$ cat config.mk
export PLATFORM = sky130hd
export DESIGN_NAME = conv_encoder_gen2
export DESIGN_NICKNAME = d
export VERILOG_FILES = /design/src/rtl/conv_enc_pkg.sv /design/src/rtl/conv_shift_core.sv /design/src/rtl/conv_encoder_gen2.sv
export SDC_FILE = /design/constraint.sdc
export NUM_CORES = 1
export LEC_CHECK = 0
export CELL_PAD_IN_SITES_DETAIL_PLACEMENT = 0
export CELL_PAD_IN_SITES_GLOBAL_PLACEMENT = 1
export CORE_MARGIN = 10
export CORE_UTILIZATION = 42
export DETAILED_ROUTE_END_ITERATION = 8
export PLACE_DENSITY = 0.77
export SLEW_MARGIN = 20
export SYNTH_ARGS = -nofsm -noshare
export SYNTH_HDL_FRONTEND = slang
export SYNTH_SLANG_ARGS = --single-unit
$ cat constraint.sdc
create_clock -name clk -period 2.9 [get_ports clk]
set_input_delay 0.725 -clock clk [delete_from_list [all_inputs] [get_ports clk]]
set_output_delay 0.725 -clock clk [all_outputs]
set_load 0.03 [all_outputs]
$ cat src/rtl/conv_enc_pkg.sv
// Shared types and defaults for the convolutional encoder family.
package conv_enc_pkg;

  // Encoder control states
  typedef enum logic [1:0] {
    IDLE  = 2'd0,
    RUN   = 2'd1,
    FLUSH = 2'd2,
    DONE  = 2'd3
  } enc_state_t;

  // Default code: LTE rate-1/3, constraint length 7
  localparam int K_DEF     = 7;
  localparam int N_OUT_DEF = 3;

  // Stream 0 uses the leftmost (most significant) generator, stream 1 the next, ...
  localparam logic [N_OUT_DEF*K_DEF-1:0] LTE_GEN = {7'o133, 7'o171, 7'o165};

endpackage

$ cat src/rtl/conv_shift_core.sv
// Encoder shift register and per-stream parity.
// The register holds the K-1 previous bits; sreg[K-2] is the most recent.
// Parity taps: tap bit K-1 multiplies the current input, tap bit K-2 the
// most recent past bit, down to tap bit 0 on the oldest.
module conv_shift_core #(
  parameter int K = 7,
  parameter int N_OUT = 3,
  parameter logic [N_OUT*K-1:0] GEN = {7'o133, 7'o171, 7'o165}
) (
  input  logic             clk,
  input  logic             reset,
  input  logic             load,
  input  logic [K-2:0]     load_val,
  input  logic             shift,
  input  logic             din,
  output logic [K-2:0]     sreg,
  output logic [N_OUT-1:0] parity
);

  // XOR of the tapped window bits
  function automatic logic tap_parity(input logic [K-1:0] taps, input logic [K-1:0] win);
    return ^(taps & win);
  endfunction

  // Load at block start, otherwise shift the new bit in at the top
  always_ff @(posedge clk or negedge reset) begin
    if (!reset) begin
      sreg <= '0;
    end else if (load) begin
      sreg <= load_val;
    end else if (shift) begin
      sreg <= (K-1)'({din, sreg} >> 1);
    end
  end

  // One parity bit per generator over the window {current, history}
  always_comb begin
    parity = '0;
    for (int i = 0; i < N_OUT; i++) begin
      parity[i] = tap_parity(GEN[(N_OUT-1-i)*K +: K], {din, sreg});
    end
  end

endmodule

$ cat src/rtl/conv_encoder_gen2.sv
// Block convolutional encoder: pulls bits LSB-first from a show-ahead FIFO,
// emits one N_OUT-bit coded symbol per information bit through a
// valid/ready register, in tail-biting or zero-terminated mode.
module conv_encoder_gen2
  import conv_enc_pkg::*;
#(
  parameter int K = K_DEF,
  parameter int N_OUT = N_OUT_DEF,
  parameter int DATA_W = 8,
  parameter int LEN_W = 13,
  parameter logic [N_OUT*K-1:0] GEN = LTE_GEN
) (
  input  logic              clk,
  input  logic              reset,
  input  logic              start,
  input  logic              mode,
  input  logic [LEN_W-1:0]  blk_len,
  input  logic [K-2:0]      tail_bits,
  input  logic [DATA_W-1:0] blk_data,
  input  logic              blk_empty,
  output logic              blk_rdreq,
  output logic [N_OUT-1:0]  d_out,
  output logic              out_valid,
  input  logic              out_ready,
  output logic              out_last,
  output logic              busy,
  output logic              err
);

  localparam int IDX_W = (DATA_W > 1) ? $clog2(DATA_W) : 1;
  localparam int FC_W  = (K > 2) ? $clog2(K-1) : 1;

  enc_state_t        state, state_nxt;
  logic [LEN_W-1:0]  cnt;
  logic [LEN_W-1:0]  len_q;
  logic              mode_q;
  logic [IDX_W-1:0]  bit_idx;
  logic [FC_W-1:0]   fcnt;

  logic              len_ok;
  logic              load;
  logic              out_free;
  logic              adv;
  logic              fadv;
  logic              last_bit;
  logic              last_flush;
  logic              din;
  logic [K-2:0]      load_val;
  logic [N_OUT-1:0]  parity;

  // Block lengths must be a non-zero whole number of FIFO words
  assign len_ok     = (blk_len != '0) && ((blk_len % LEN_W'(DATA_W)) == '0);
  assign load       = (state == IDLE) && start && len_ok;
  assign load_val   = mode ? '0 : tail_bits;
  assign out_free   = !out_valid || out_ready;
  assign adv        = (state == RUN) && !blk_empty && out_free;
  assign fadv       = (state == FLUSH) && out_free;
  assign last_bit   = (cnt == len_q - LEN_W'(1));
  assign last_flush = (fcnt == FC_W'(K-2));
  // Flush feeds zeros; bit_idx tracks cnt % DATA_W since blocks start word-aligned
  assign din        = (state == RUN) ? blk_data[bit_idx] : 1'b0;
  assign blk_rdreq  = adv && (bit_idx == IDX_W'(DATA_W-1));
  assign busy       = (state != IDLE);

  conv_shift_core #(
    .K     (K),
    .N_OUT (N_OUT),
    .GEN   (GEN)
  ) u_core (
    .clk      (clk),
    .reset    (reset),
    .load     (load),
    .load_val (load_val),
    .shift    (adv || fadv),
    .din      (din),
    .sreg     (),
    .parity   (parity)
  );

  // State register
  always_ff @(posedge clk or negedge reset) begin
    if (!reset) begin
      state <= IDLE;
    end else begin
      state <= state_nxt;
    end
  end

  // Next-state logic
  always_comb begin
    state_nxt = state;
    case (state)
      IDLE:    if (load) state_nxt = RUN;
      RUN:     if (adv && last_bit) state_nxt = mode_q ? FLUSH : DONE;
      FLUSH:   if (fadv && last_flush) state_nxt = DONE;
      DONE:    if (out_free) state_nxt = IDLE;
      default: state_nxt = IDLE;
    endcase
  end

  // Block bookkeeping: latched parameters, bit counter, word index, flush count
  always_ff @(posedge clk or negedge reset) begin
    if (!reset) begin
      cnt     <= '0;
      len_q   <= '0;
      mode_q  <= 1'b0;
      bit_idx <= '0;
      fcnt    <= '0;
    end else if (load) begin
      cnt     <= '0;
      len_q   <= blk_len;
      mode_q  <= mode;
      bit_idx <= '0;
      fcnt    <= '0;
    end else if (adv) begin
      cnt     <= cnt + LEN_W'(1);
      bit_idx <= (bit_idx == IDX_W'(DATA_W-1)) ? '0 : bit_idx + IDX_W'(1);
    end else if (fadv) begin
      fcnt    <= fcnt + FC_W'(1);
    end
  end

  // Output symbol register: load on advance, drop valid once accepted
  always_ff @(posedge clk or negedge reset) begin
    if (!reset) begin
      out_valid <= 1'b0;
      out_last  <= 1'b0;
      d_out     <= '0;
    end else if (adv || fadv) begin
      out_valid <= 1'b1;
      d_out     <= parity;
      out_last  <= adv ? (last_bit && !mode_q) : last_flush;
    end else if (out_ready) begin
      out_valid <= 1'b0;
      out_last  <= 1'b0;
    end
  end

  // Rejected start pulse
  always_ff @(posedge clk or negedge reset) begin
    if (!reset) begin
      err <= 1'b0;
    end else begin
      err <= (state == IDLE) && start && !len_ok;
    end
  end

endmodule

==> results.sh <==
export IMPL_status="finished, final reports clean"
export IMPL_p_sw_mw=1.21
export IMPL_synthAdderAreaFrac_pct=4.98
export IMPL_cts_buffers=5
export IMPL_hold_end="d_out[0]$_DFFE_PN0P_"
export IMPL_synth_xor_area_share_pct=11.4
export IMPL_reg2reg_from="len_q[1]$_DFFE_PN0P_"
export IMPL_rr_endpoint="state[1]$_DFFE_PN0P_"
export IMPL_instances_no_fill=407
export IMPL_maxCapViolations=0
export IMPL_leakage_nw=1.46
export IMPL_syn_num_nets=327
export IMPL_via_per_inst=5.28
export IMPL_synth_area_mux_share_pct=9.10
export IMPL_tns_ns=0
export IMPL_dp_cells=399
export IMPL_drive_gt1_share_pct=11.2
export IMPL_final_setup_viol_count=0
export IMPL_cts_tree="done"
export IMPL_reg2reg_depth=9
export IMPL_powerDensity_mw_per_mm2=931
export IMPL_grt_usage_pct=12.4
export IMPL_fin_crit_sh_pct=95.4
export IMPL_arrival_ns=2.94
export IMPL_clkTransAtPathRegs_ns=0.09
export IMPL_fp_dieH_um=101
export IMPL_reg2reg_slack_ns=0.13
export IMPL_yosysWarnings=0
export IMPL_synth_compound_area_share_pct=8.24
export IMPL_ir_drop_v=0.000389
export IMPL_first_global_vias=2133
export IMPL_power_internal_mw=1.98
export IMPL_synth_edf_count=0
export IMPL_pwr_share_clk_pct=17.9
export IMPL_row_count=29
export IMPL_synth_seq_area_share_pct=42.6
export IMPL_fin_ws_ns=0.134
export IMPL_layout_commonest_cell="dfrtp_1"
export IMPL_fin_nets=373
export IMPL_area_growth_pct=24.1
export IMPL_worst_pin_slew_ns=0.617
export IMPL_firstDrtPassIters=4
export IMPL_die_area_mm2=0.0102
export IMPL_io_buffers=40
export IMPL_wirelength_mm=6.22
export IMPL_final_util_pct=53.7
export IMPL_start_util_pct=43.3
export IMPL_synth_async_reset_ratio_pct=100
export IMPL_clock_latency_ns=0.31
export IMPL_layout_common_cells="dfrtp_1, clkdlybuf4s50_1, nor2_1, xnor2_1, nand2_1"
export IMPL_die_w_um=101
export IMPL_drt_iter0_markers=90
export IMPL_required_ns=3.08
export IMPL_critical_path_max_fanout=4
export IMPL_drc_errors=0
export IMPL_critPathLaunchType="flip-flop"
export IMPL_slew_headroom_pct=58.9
export IMPL_n_fill_cell=602
export IMPL_synth_simple_gate_area_share_pct=21.1
export IMPL_rsz0062_at_grt="no"
export IMPL_hold_viol=0
export IMPL_post_cts_repair_setup_buffers=0
export IMPL_grt_pass1_wl_mm=10.3
export IMPL_cts_buffer_depth=2
export IMPL_synth_distinct_cells=43
export IMPL_wl_per_cell_um=15.3
export IMPL_seq_power_share_pct=35.3
export IMPL_synthCells=283
export IMPL_p_comb_share_pct=46.8
export IMPL_worstHoldPathCells=2
export IMPL_preCtsSetupSlack_ns=0.0874
export IMPL_clock_sinks=47
export IMPL_antenna_cells=0
export IMPL_num_vias=2147
export IMPL_cts_root_buf="clkbuf_8"
export IMPL_min_delay_start="d_out[0]$_DFFE_PN0P_"
export IMPL_overflow=0
export IMPL_finalHoldWorstSlack_ns=0.493
export IMPL_gp_congestion=0.795
export IMPL_end_kind="flip-flop"
export IMPL_place_hpwl_mm=4.73
export IMPL_synth_top_family_by_area="simple AND/OR/NAND/NOR gates"
export IMPL_synth_seq_cells=47
export IMPL_antenna_found_initial=0
export IMPL_ant_nets=0
export IMPL_core_area_mm2=0.00639
export IMPL_critical_path_class="flip-flop to flip-flop"
export IMPL_clock_skew_ns=0.0125
export IMPL_min_period_ns=2.77
export IMPL_fmax_mhz=362
export IMPL_p_sw_share_pct=37.9
export IMPL_regArea_mm2=0.00118
export IMPL_synth_main_ff_cell="dfrtp_1"
export IMPL_cts_htree_levels=2
export IMPL_multiInputGateArea_mm2=0.00152
export IMPL_grt_max_degree=48
export IMPL_hold_class="flip-flop to flip-flop"
export IMPL_synthesis_area_mm2=0.00276
export IMPL_slew_viol_final=0
export IMPL_ios=41
export IMPL_synthesis_area_per_instance_um2=9.77
==> power by group through the flow <==
stage          combinational [mW]  sequential [mW]  clock [mW]
3_5_place_dp                 1.50             1.15           0
2_1_floorplan                1.06             1.15           0
4_1_cts                      1.51             1.13       0.582
5_1_grt                      1.66             1.17       0.614
6_report                     1.49             1.13       0.571
3_3_place_gp                 1.49             1.14           0
==> registers in the layout, summed over array words and instances, names as in the netlist <==
signal / flops
fcnt: 3
cnt: 13
err: 1
out_last: 1
bit_idx: 3
state: 2
u_core.sreg: 6
d_out: 3
out_valid: 1
len_q: 13
mode_q: 1
==> metal layers <==
metal / up-vias / GRT usage (%) / share of wire (%)
met3: 6 / 3.43 / 5.6
met5: - / 0 / 0
met1: 1020 / 16.5 / 48
li1: 1073 / - / -
met4: 0 / 3.86 / 1.3
met2: 48 / 19.1 / 45
==> cells by family after synthesis <==
family,count (synthesis)
adders and majority gates,11
xor gates and xnor gates,36
buffers and inverters,19
and+or+nand+nor,114
AOI/OAI and AO/OA,35
DFF,47
muxes,21
==> stage by stage <==
step           area [um^2]  power, mW
2_1_floorplan         2760       2.21
3_3_place_gp          3290       2.62
3_5_place_dp          3290       2.64
4_1_cts               3430       3.22
5_1_grt               3430       3.45
6_report              3430       3.19
==> repair_timing <==
item                                    4_1_cts  5_1_grt
hold buffers                                  0        0
gates resized for setup                       0        1
endpoints found under the setup margin        0        1
==> synth_stat cells, types with 2 or more instances <==
cell      number  area [um^2]
nand2b_1       5         31.3
or4_1          3         22.5
nand2_1       21         78.8
clkbuf_1       6         22.5
ha_1          11          138
xnor2_1       25          219
nand3b_1       7         52.6
nor2_1        34          128
and3_1         2         12.5
dfrtp_1       47         1180
buf_2          2         10.0
a31oi_1        3         18.8
nor2b_1        3         18.8
and2_1         4         25.0
inv_1          9         33.8
buf_1          2         7.51
nor4_1         6         37.5
nand4_1        3         18.8
mux2_2        12          135
o21ai_0       11         55.1
xor2_1        11         96.3
nor3_1         6         30.0
mux2i_1        6         60.1
nand3_1       10         50.1
or3_1          6         37.5
a21oi_1        9         45.0
a211o_1        2         17.5
mux4_2         2         45.0
==> how the worst max path moves through the flow <==
| stage | end | depth (start not counted) | startpoint |
|---|---|---|---|
| floorplan | state[1]$_DFFE_PN0P_ | 10 | len_q[0]$_DFFE_PN0P_ |
| global placement | len_q[5]$_DFFE_PN0P_ | 6 | blk_len[2] |
| detailed placement | state[1]$_DFFE_PN0P_ | 9 | len_q[1]$_DFFE_PN0P_ |
| CTS | state[1]$_DFFE_PN0P_ | 9 | len_q[1]$_DFFE_PN0P_ |
| global route | state[1]$_DFFE_PN0P_ | 9 | len_q[1]$_DFFE_PN0P_ |
| finish | state[1]$_DFFE_PN0P_ | 9 | len_q[1]$_DFFE_PN0P_ |
==> worst max-delay path: stages (launching register included) <==
cell and delay, ns:
dfrtp_1 0.41, inv_1 0.08, ha_1 0.20, or3b_1 0.42, xnor2_1 0.17, or3_1 0.37
a211oi_2 0.26, o2111ai_2 0.20, a21oi_2 0.19, mux2_1 0.35
==> area by class of cell <==
type	instances	share of cell area (%)
Inverter	9	0.985
Sequential cell	47	34.3
Clock buffer	6	2.12
Clock inverter	2	1.75
Timing Repair Buffer	49	13.8
Tap cell	77	2.81
Multi-Input combinational cell	217	44.3
No activity file was read; power rests on OpenSTA's default activity.
